`src/rtl/color_det_pkg.sv`:
```
// Shared types for the dice colour detector.
// Colour codes, FSM states and default counter width.
package color_det_pkg;

  typedef enum logic [1:0] {
    NONE  = 2'd0,
    RED   = 2'd1,
    GREEN = 2'd2,
    BLUE  = 2'd3
  } color_e;

  typedef enum logic [1:0] {
    SYNC   = 2'd0,
    ACCUM  = 2'd1,
    DECIDE = 2'd2,
    FILTER = 2'd3
  } state_e;

  localparam int CNT_W_DEF = 17;

endpackage

```
`src/rtl/rgb565_classifier.sv`:
```
// Combinational RGB565 pixel classifier.
// A pixel is a colour when that channel is strong and the other two are weak.
module rgb565_classifier
  import color_det_pkg::*;
#(
  parameter logic [4:0] CH_HI = 5'd20,
  parameter logic [4:0] CH_LO = 5'd12
) (
  input  logic [15:0] i_rgb565,
  output color_e      o_color
);

  logic [4:0] w_r, w_g, w_b;
  logic       w_rs, w_gs, w_bs;
  logic       w_rw, w_gw, w_bw;

  assign w_r = i_rgb565[15:11];
  assign w_g = i_rgb565[10:6];
  assign w_b = i_rgb565[4:0];

  assign w_rs = w_r >= CH_HI;
  assign w_gs = w_g >= CH_HI;
  assign w_bs = w_b >= CH_HI;
  assign w_rw = w_r < CH_LO;
  assign w_gw = w_g < CH_LO;
  assign w_bw = w_b < CH_LO;

  always_comb begin
    o_color = NONE;
    unique case (1'b1)
      (w_rs && w_gw && w_bw): o_color = RED;
      (w_gs && w_rw && w_bw): o_color = GREEN;
      (w_bs && w_rw && w_gw): o_color = BLUE;
      default:                o_color = NONE;
    endcase
  end

endmodule

```
`src/rtl/dice_color_detector.sv`:
```
// Per-frame dominant colour detector over a raster window,
// with a frame-to-frame debounce producing a stable colour.
module dice_color_detector
  import color_det_pkg::*;
#(
  parameter logic [9:0] WIN_X0        = 10'd0,
  parameter logic [9:0] WIN_X1        = 10'd319,
  parameter logic [9:0] WIN_Y0        = 10'd240,
  parameter logic [9:0] WIN_Y1        = 10'd479,
  parameter logic [4:0] CH_HI         = 5'd20,
  parameter logic [4:0] CH_LO         = 5'd12,
  parameter int         MIN_PIXELS    = 2000,
  parameter int         STABLE_FRAMES = 3,
  parameter int         CNT_W         = CNT_W_DEF
) (
  input  logic             clk,
  input  logic             reset,
  input  logic             DE,
  input  logic [9:0]       x_pixel,
  input  logic [9:0]       y_pixel,
  input  logic [15:0]      rgb565,
  output color_e           frame_color,
  output logic             frame_valid,
  output color_e           stable_color,
  output logic             color_change,
  output logic [CNT_W-1:0] red_cnt,
  output logic [CNT_W-1:0] green_cnt,
  output logic [CNT_W-1:0] blue_cnt
);

  localparam int RUN_W = $clog2(STABLE_FRAMES + 1);
  localparam logic [RUN_W-1:0] L_STABLE = RUN_W'(STABLE_FRAMES);
  localparam logic [CNT_W-1:0] L_MIN = CNT_W'(MIN_PIXELS);
  localparam logic [9:0] L_XSPAN = WIN_X1 - WIN_X0;
  localparam logic [9:0] L_YSPAN = WIN_Y1 - WIN_Y0;

  logic [9:0]       r_dx, r_dy;
  logic             r_dde;
  state_e           r_state, w_state_nx;
  logic [CNT_W-1:0] r_cnt_r, r_cnt_g, r_cnt_b;
  logic [RUN_W-1:0] r_run, w_run_nx;
  color_e           r_prev;

  color_e           w_cls, w_best, w_decided;
  logic [CNT_W-1:0] w_best_cnt;
  logic [9:0]       w_xo, w_yo;
  logic             w_in_win, w_last, w_start, w_update;

  rgb565_classifier #(
    .CH_HI(CH_HI),
    .CH_LO(CH_LO)
  ) u_cls (
    .i_rgb565(rgb565),
    .o_color (w_cls)
  );

  // Offset-compare keeps the window test valid when a bound is zero.
  assign w_xo     = r_dx - WIN_X0;
  assign w_yo     = r_dy - WIN_Y0;
  assign w_in_win = r_dde && (w_xo <= L_XSPAN) && (w_yo <= L_YSPAN);
  assign w_last   = w_in_win && (r_dx == WIN_X1) && (r_dy == WIN_Y1);
  assign w_start  = r_dde && (r_dx == 10'd0) && (r_dy == 10'd0);

  always_comb begin
    w_state_nx = r_state;
    unique case (r_state)
      SYNC:    if (w_start) w_state_nx = ACCUM;
      ACCUM:   if (w_last) w_state_nx = DECIDE;
      DECIDE:  w_state_nx = FILTER;
      FILTER:  w_state_nx = ACCUM;
      default: w_state_nx = SYNC;
    endcase
  end

  always_comb begin
    w_best     = RED;
    w_best_cnt = r_cnt_r;
    if (r_cnt_g > w_best_cnt) begin
      w_best     = GREEN;
      w_best_cnt = r_cnt_g;
    end
    if (r_cnt_b > w_best_cnt) begin
      w_best     = BLUE;
      w_best_cnt = r_cnt_b;
    end
    w_decided = (w_best_cnt >= L_MIN) ? w_best : NONE;
  end

  always_comb begin
    w_run_nx = RUN_W'(1);
    if (frame_color == NONE)
      w_run_nx = '0;
    else if (frame_color == r_prev)
      w_run_nx = (r_run >= L_STABLE) ? L_STABLE : r_run + RUN_W'(1);
    w_update = (w_run_nx == L_STABLE) &&
               (frame_color != stable_color) &&
               (frame_color != NONE);
  end

  always_ff @(posedge clk or posedge reset) begin
    if (reset) r_state <= SYNC;
    else       r_state <= w_state_nx;
  end

  always_ff @(posedge clk or posedge reset) begin
    if (reset) begin
      r_dx         <= '0;
      r_dy         <= '0;
      r_dde        <= 1'b0;
      r_cnt_r      <= '0;
      r_cnt_g      <= '0;
      r_cnt_b      <= '0;
      r_run        <= '0;
      r_prev       <= NONE;
      frame_color  <= NONE;
      frame_valid  <= 1'b0;
      stable_color <= NONE;
      color_change <= 1'b0;
      red_cnt      <= '0;
      green_cnt    <= '0;
      blue_cnt     <= '0;
    end else begin
      r_dx         <= x_pixel;
      r_dy         <= y_pixel;
      r_dde        <= DE;
      frame_valid  <= (r_state == DECIDE);
      color_change <= (r_state == FILTER) && w_update;
      if (r_state == ACCUM && w_in_win) begin
        if (w_cls == RED)   r_cnt_r <= r_cnt_r + CNT_W'(1);
        if (w_cls == GREEN) r_cnt_g <= r_cnt_g + CNT_W'(1);
        if (w_cls == BLUE)  r_cnt_b <= r_cnt_b + CNT_W'(1);
      end
      if (r_state == DECIDE) begin
        red_cnt     <= r_cnt_r;
        green_cnt   <= r_cnt_g;
        blue_cnt    <= r_cnt_b;
        frame_color <= w_decided;
        r_cnt_r     <= '0;
        r_cnt_g     <= '0;
        r_cnt_b     <= '0;
      end
      if (r_state == FILTER) begin
        r_run  <= w_run_nx;
        r_prev <= frame_color;
        if (w_update) stable_color <= frame_color;
      end
    end
  end

endmodule

```
`config.mk`:
```
export PLATFORM = sky130hd
export DESIGN_NAME = dice_color_detector
export DESIGN_NICKNAME = d
export VERILOG_FILES = /design/src/rtl/color_det_pkg.sv /design/src/rtl/rgb565_classifier.sv /design/src/rtl/dice_color_detector.sv
export SDC_FILE = /design/constraint.sdc
export NUM_CORES = 1
export LEC_CHECK = 0
export ABC_CLOCK_PERIOD_IN_PS = 4300
export CELL_PAD_IN_SITES_DETAIL_PLACEMENT = 1
export CELL_PAD_IN_SITES_GLOBAL_PLACEMENT = 2
export CORE_MARGIN = 5
export CORE_UTILIZATION = 39
export CTS_BUF_LIST = sky130_fd_sc_hd__clkbuf_8
export CTS_CLUSTER_DIAMETER = 60
export DETAILED_ROUTE_END_ITERATION = 8
export DONT_BUFFER_PORTS = 1
export PLACE_DENSITY_LB_ADDON = 0.1
export SLEW_MARGIN = 20
export SYNTH_ARGS = -nofsm -noshare
export SYNTH_HDL_FRONTEND = slang
export SYNTH_SLANG_ARGS = --single-unit
```
`constraint.sdc`:
```
create_clock -name clk -period 4.3 [get_ports clk]
set_input_delay 0.43 -clock clk [delete_from_list [all_inputs] [get_ports clk]]
set_output_delay 0.43 -clock clk [all_outputs]
set_load 0.03 [all_outputs]
```
---- Word level (Yosys, flattened, before mapping) ----
Index checks and enable logic that the tools add are counted.
cells by class
  $add $sub $neg .......................... 5
  multiply operators ...................... 0
  div/mod/pow operators ................... 0
  magnitude comparators ................... 12
  eq/ne operators ......................... 13
  shifts and indexed selects .............. 0
  multiplexer cells ....................... 21
  bitwise operators ....................... 0
  reduce and logical (&&, ||, !) cells .... 30
operators with widths
  operator                 number
  $mux W17                 11
  $add A17 B1 Y17 const B  3
  $gt A17 B17 Y1           2
  $eq A10 B9 Y1 const B    2
  $logic_not A10 Y1        2
  $ge A17 B11 Y1 const B   1
  $logic_and A1 B1 Y1      16
  $mux W2                  8
  $ge A5 B5 Y1 const B     3
  $lt A5 B4 Y1 const B     3
  $eq A2 B2 Y1 const B     5
  $le A10 B8 Y1 const B    1
  $le A10 B9 Y1 const B    1
  $reduce_and A2 Y1        5
  $reduce_bool A2 Y1       5
  $sub A10 B8 Y10 const B  1
  $pmux W2 S4              1
  $pmux W2 S3              1
  $eq A2 B1 Y1 const B     2
  $logic_not A2 Y1         2
  $ne A2 B2 Y1 const B     2
  $add A2 B1 Y2 const B    1
  $eq A2 B2 Y1             1
  $ge A2 B2 Y1 const B     1
  $ne A2 B2 Y1             1
storage, ports and cells
  register bits ........................... 135
  latch bits .............................. 0
  memory bits (writable) .................. 0
  memory bits (read-only) ................. 0
  input bits .............................. 39
  output and inout port bits .............. 57
  logic and storage cells ................. 97
  memories kept ........................... 0

---- Longest topological paths before layout ----
  word-level depth ........................ 8
  depth in mapped cells ................... 19
  depth with buffers taken out ............ 16

---- By module ----
A second synthesis with hierarchy kept.
second synthesis, totals
  cells, all modules ...................... 626
  area, all modules ....................... 6854.1 µm²
by module, submodules not included
  module               instances  cells each  area each (µm²)  sequential area each (µm²)
  dice_color_detector  1          616         6774.0           3378.2
  rgb565_classifier    1          10          80.1             0.0

---- Worst setup path before layout ----
No wires, ideal clock.
  kind .................................... register to register
  start ................................... reg r_cnt_r[15]
  end ..................................... reg frame_color[0]
  setup time .............................. 0.141 ns
  arrival ................................. 4.121 ns
  required time ........................... 4.159 ns
  path slack .............................. 0.037 ns
  stages on the path, launching flop included .. 19
  path buffers ............................ 2
  clock period less this slack ............ 4.263 ns
  cells stage by stage .................... dfrtp_1 -> inv_1 -> ha_1 -> a21oi_1 -> nand2_1 -> a221oi_1 -> nand2_1 -> o21ai_0 -> buf_2 -> buf_4 -> mux2i_1 -> ha_1 -> a21oi_1 -> o21ai_0 -> a2111o_1 -> a2111o_1 -> and2_1 -> o41ai_2 -> a31oi_1
on the way
  word-level cells in the longest chain between the ends .. 6
  elaborated cells on any way between the ends .. 8
  those cells by class .................... order compare (3); mux (5)
RTL lines
  item                    RTL line                    RTL
  start, declared         dice_color_detector.sv:40   logic [CNT_W-1:0] r_cnt_r, r_cnt_g, r_cnt_b;
  start signal, assigned  dice_color_detector.sv:129  if (w_cls == RED) r_cnt_r <= r_cnt_r + CNT_W'(1);
  $gt A17 B17 Y1          dice_color_detector.sv:78   if (r_cnt_g > w_best_cnt) begin
  $mux W17                dice_color_detector.sv:78
  $gt A17 B17 Y1          dice_color_detector.sv:82   if (r_cnt_b > w_best_cnt) begin
  $mux W17                dice_color_detector.sv:82
  $ge A17 B11 Y1          dice_color_detector.sv:86   w_decided = (w_best_cnt >= L_MIN) ? w_best : NONE;
  $mux W2 (*)             dice_color_detector.sv:86
  end signal, assigned    dice_color_detector.sv:137  frame_color <= w_decided;
  end, declared           dice_color_detector.sv:22   output color_e frame_color,
Every way passes the cells marked *; elsewhere a longest branch is shown, timed or not.
A chain may end at the register's enable or synchronous reset.

---- Worst setup path in the final report ----
  start ................................... reg r_cnt_g[9]
  end ..................................... reg frame_color[0]
on the way
  word-level cells in the longest chain between the ends .. 6
  elaborated cells on any way between the ends .. 8
  those cells by class .................... order compare (3); mux (5)
RTL lines
  item                    RTL line                    RTL
  start, declared         dice_color_detector.sv:40
  start signal, assigned  dice_color_detector.sv:130  if (w_cls == GREEN) r_cnt_g <= r_cnt_g + CNT_W'(1);
  $gt A17 B17 Y1          dice_color_detector.sv:78
  $mux W17                dice_color_detector.sv:78
  $gt A17 B17 Y1          dice_color_detector.sv:82
  $mux W17                dice_color_detector.sv:82
  $ge A17 B11 Y1          dice_color_detector.sv:86
  $mux W2 (*)             dice_color_detector.sv:86
Marks and branches as above.

==> results.md <==
Yosys:
- The synthesized cell area is 0.00682 mm².
- The instance count of the mapped netlist is 620.
- Of the synthesized area, sequential elements account for 49.5%.
- The share of flip-flops with an asynchronous set or reset is 100%.
- The area share of the largest cell type after synthesis is 49.5%.
- In this run, synthesis inferred 0 flip-flops with an integrated enable.
- The most instantiated library cell after synthesis is sky130_fd_sc_hd__dfrtp_1.
- The number of different library cells used by synthesis comes to 55.
- Sorting the synthesized cells by area gives the leading types as sky130_fd_sc_hd__dfrtp_1, sky130_fd_sc_hd__mux2_2, sky130_fd_sc_hd__ha_1, sky130_fd_sc_hd__nor2_1, sky130_fd_sc_hd__xnor2_1.
- By count the netlist is led by sky130_fd_sc_hd__dfrtp_1, sky130_fd_sc_hd__nor2_1, sky130_fd_sc_hd__mux2_2.
- The total number of yosys warnings is 0.
- The mean post-synth cell area is 11.0 µm².
- Among all flip-flop cells after synthesis, the most frequent one is sky130_fd_sc_hd__dfrtp_1.
- When the netlist entered floorplanning its net count stood at 701.
- The number of register bits inferred by synthesis is 135.
- The synthesized design spends more area on one cell type than any other, namely sky130_fd_sc_hd__dfrtp_1.

Timing:
- Setup repair after global routing could not meet its margin everywhere.
- The minimum period implied by the final worst setup slack is 4220 ps.
- The final setup violation count is 0.
- After routing, the total negative slack on setup checks comes to 0 ps.
- The worst pin sits at a relative slew slack of 36.0%.
- The highest clock rate is 237 MHz.
- The hold violation count in the final report came to 0.
- For the final database, setup skew stands at 11.1 ps.
- In the finished design, the share of the clock period the worst path needs comes to 98.2%.
- Once routing completed, OpenROAD measured the worst setup slack at 78.3 ps.
- The max-slew violation count was 0.
- At the pin with the least slew margin, the transition time is 960 ps.

Final layout:
- From synthesis to final layout, the design area changed by 21.4%.
- The net count reported at finish is 779.
- The number of inserted diodes is 0.
- The number of standard cells in the final layout excluding fillers is 936.
- The post-route netlist has 25.3% of its cells at a drive strength greater than 1.
- With fillers left out, the area of the finished cells amounts to 0.00828 mm².
- After filler insertion, the fill cell instance count of the layout stands at 1,893.

Critical path:
- In this design, the largest share of critical-path delay is due to compound AO/OA/AOI/OAI gates.
- Data on the critical path arrives at its endpoint at 4540 ps.
- The critical path contains buffers and inverters numbering 2 combined.
- The endpoint identified for the worst register-to-register timing path is frame_color[0].
- For flop-to-flop paths, the worst setup slack is 80 ps.
- By startpoint and endpoint, the worst setup path is classified as reg2reg.
- The endpoint class of the critical path is a flop.
- Walking the worst path, the cells encountered are ha_1, nand4_1, buf_4, nor3_1, a2bb2oi_2, nand2_2, o21ai_4, buf_12, mux2i_2, ha_1, a21oi_2, o21ai_1, a2111o_1, a2111o_1, and2_4, o41ai_4, a31oi_1.
- The maximum cell stage delay along the critical path is 460 ps.
- The critical path ends at frame_color[0].
- The cell depth of the worst setup path is 17.
- STA classifies the critical path startpoint as a flop.
- The worst register-to-register path has a depth of 17.
- The required time at the worst-slack endpoint is 4620 ps.
- The startpoint of the most critical register-to-register path is r_cnt_g[9].
- The largest fanout on the critical path is 5.
- Tracing the worst setup path back leads to its startpoint at r_cnt_g[9].
- The slowest library cell on the worst path is sky130_fd_sc_hd__a2111o_1.

Global routing:
- Entering global routing, the biggest net connects 108 pins.
- The number of antenna violations at the first check in global routing is 0.
- Global routing consumed, over all layers together, 19.4% of the routing resources.
- The first-pass GRT wire length is 30,400 µm.
- After global routing the overflow that remains totals 0.
- The via count of the first global-routing pass is 5,442.

Route:
- The detailed-route wire length is 18,900 µm.
- The detailed router's first-iteration violation count is 170.
- The via count is 5,064.
- Dividing the detail-routed via count by the number of cells gives 5.41.
- The first detailed-routing pass ran for 4 iterations.
- The number of DRC violations after detailed routing is 0.
- The count of antenna-violating nets left after detailed routing is 0.
- Dividing the detail-routed wire length by the instance count gives 20.2 µm.

CTS:
- The clock tree from TritonCTS is done.
- The root buffer cell chosen for the clock tree is sky130_fd_sc_hd__clkbuf_8.
- The clock tree synthesis step divided the H-tree into 4 levels.
- For this design, the sink count on the clock tree is 135.
- The number of buffers between clock root and the deepest sink is 2.
- Clock-pin slew was measured on the worst setup and hold paths at 90 ps.
- For the worst-skew pair, the clock arrives at the later sink with an insertion delay of 460 ps.
- Buffers inserted during clock tree synthesis total 17.

Die:
- The I/O pin count is 96.
- The die covers 0.0202 mm².
- The region available for standard cell placement spans 0.0172 mm².
- From left edge to right edge, the die measures 142 µm.
- The initial core utilization is 39.6%.
- Row generation in the floorplan step produced 48 rows.
- Measured along the y axis, the die boundary spans 142 µm.

Placement:
- The post-place setup slack is -152 ps.
- The cell count after placement is 875.
- The placed standard-cell area is 0.00744 mm².
- After legalization and detailed placement, the total HPWL measured 13,600 µm.
- The routability-driven placement congestion ratio is 0.815.
- The count of buffers from port buffering is 0.

Run status:
- The run finished with clean final reports.

Hold path:
- The class of the tightest hold or removal check is in2async.

Power and ir drop:
- Dividing total power by cell area gives a power density of 419 mW/mm².
- The leakage power figure is 3.91 nW.
- The worst voltage drop across the vdd grid is 0.000240 V.
- Summing internal, switching and leakage power gives 3.47 mW.

Job:
- The number of max-capacitance violations reported is 0.
per-layer routing:
layer	track usage [%]	share of wire (%)	routed length [µm]
met5	0	0	0
met4	6.97	2.1	405
met3	4.57	4.2	787
met2	31.7	49	9210
met1	25.3	45	8470
metrics by stage:
step	hold slack (ps)	utilization (%)
after global routing	104	48.1
final	35.2	48.1
after CTS	55.1	47.3
after floorplan	461	-
after global placement	461	43.2
after detailed placement	461	43.2
flip-flops by register name, indices dropped and copies added, names as in the netlist:
signal	flops
blue_cnt	17
color_change	1
frame_color	2
frame_valid	1
green_cnt	17
r_cnt_b	17
r_cnt_g	17
r_cnt_r	17
r_dde	1
r_dx	10
r_dy	10
r_prev	2
r_run	2
r_state	2
red_cnt	17
stable_color	2
worst min-delay path by stage:
stage,slack (ps),endpoint
after floorplan,460,r_dde
after global placement,460,r_dde
after detailed placement,460,r_dx[3]
after CTS,60,frame_valid
after global routing,100,blue_cnt[6]
final,40,frame_valid
kinds of logic after synthesis:
family          share of synthesized area (%)
buf+inv                                  2.81
fa+ha+maj                                7.70
flops                                    49.5
compound gates                           7.04
simple gates                             14.9
mux                                      11.8
xor+xnor                                 6.16
report_power, final:
part / internal [mW] / switching [mW]
Sequential: 1.35 / 0.182
Clock: 0.485 / 0.556
Combinational: 0.415 / 0.481
layout by cell type (no fill, tap or decap), types with 3 or more instances in the layout:
| cell type | Yosys | final |
|---|---|---|
| sky130_fd_sc_hd__xnor2_1 | 28 | 28 |
| sky130_fd_sc_hd__xor2_1 | 20 | 20 |
| sky130_fd_sc_hd__nor4_1 | 10 | 9 |
| sky130_fd_sc_hd__nor2_1 | 66 | 66 |
| sky130_fd_sc_hd__nand3_1 | 24 | 24 |
| sky130_fd_sc_hd__o21ai_0 | 18 | 14 |
| sky130_fd_sc_hd__mux2i_1 | 20 | 17 |
| sky130_fd_sc_hd__ha_4 | 0 | 8 |
| sky130_fd_sc_hd__a21oi_1 | 20 | 17 |
| sky130_fd_sc_hd__a21oi_2 | 0 | 3 |
| sky130_fd_sc_hd__a31oi_1 | 3 | 3 |
| sky130_fd_sc_hd__o2111a_1 | 3 | 3 |
| sky130_fd_sc_hd__a21o_1 | 4 | 4 |
| sky130_fd_sc_hd__nor3_1 | 9 | 9 |
| sky130_fd_sc_hd__mux2_2 | 54 | 54 |
| sky130_fd_sc_hd__and2_1 | 4 | 3 |
| sky130_fd_sc_hd__clkbuf_8 | 0 | 18 |
| sky130_fd_sc_hd__nand4_1 | 24 | 24 |
| sky130_fd_sc_hd__mux2i_2 | 0 | 3 |
| sky130_fd_sc_hd__o21a_1 | 4 | 4 |
| sky130_fd_sc_hd__inv_1 | 28 | 26 |
| sky130_fd_sc_hd__ha_1 | 42 | 34 |
| sky130_fd_sc_hd__dfrtp_1 | 135 | 134 |
| sky130_fd_sc_hd__and3_1 | 10 | 10 |
| sky130_fd_sc_hd__dlygate4sd3_1 | 0 | 21 |
| sky130_fd_sc_hd__buf_4 | 1 | 57 |
| sky130_fd_sc_hd__nand2_1 | 33 | 32 |
| sky130_fd_sc_hd__clkinvlp_4 | 0 | 4 |
| sky130_fd_sc_hd__inv_6 | 0 | 5 |
| sky130_fd_sc_hd__and4_1 | 4 | 4 |
worst reg2reg max path: stages, from the launching register on:
cell and delay [ps]:
sky130_fd_sc_hd__dfrtp_1 430, sky130_fd_sc_hd__ha_1 310, sky130_fd_sc_hd__nand4_1 180, sky130_fd_sc_hd__buf_4 140
sky130_fd_sc_hd__nor3_1 50, sky130_fd_sc_hd__a2bb2oi_2 220, sky130_fd_sc_hd__nand2_2 110, sky130_fd_sc_hd__o21ai_4 260
sky130_fd_sc_hd__buf_12 160, sky130_fd_sc_hd__mux2i_2 210, sky130_fd_sc_hd__ha_1 280, sky130_fd_sc_hd__a21oi_2 150
sky130_fd_sc_hd__o21ai_1 80, sky130_fd_sc_hd__a2111o_1 460, sky130_fd_sc_hd__a2111o_1 460, sky130_fd_sc_hd__and2_4 160
sky130_fd_sc_hd__o41ai_4 240, sky130_fd_sc_hd__a31oi_1 160
what timing repair did:
action                                  CTS  global route
buffers inserted                          5             2
hold buffers                             21             0
endpoints found under the hold margin    21             0
endpoints found under the setup margin    2             2
gates resized for setup                  12            17
gates cloned                              0             1
pin swaps                                11            17
cell type report:
type / instances / area (µm²) / share of cell area (%)
Tap cell: 225 / 282 / 3.40
Clock buffer: 18 / 248 / 2.99
Inverter: 28 / 110 / 1.33
Clock inverter: 14 / 139 / 1.68
Sequential cell: 135 / 3380 / 40.8
Multi-Input combinational cell: 436 / 3440 / 41.6
Timing Repair Buffer: 80 / 683 / 8.25
No activity file was read; power rests on OpenSTA's default activity.
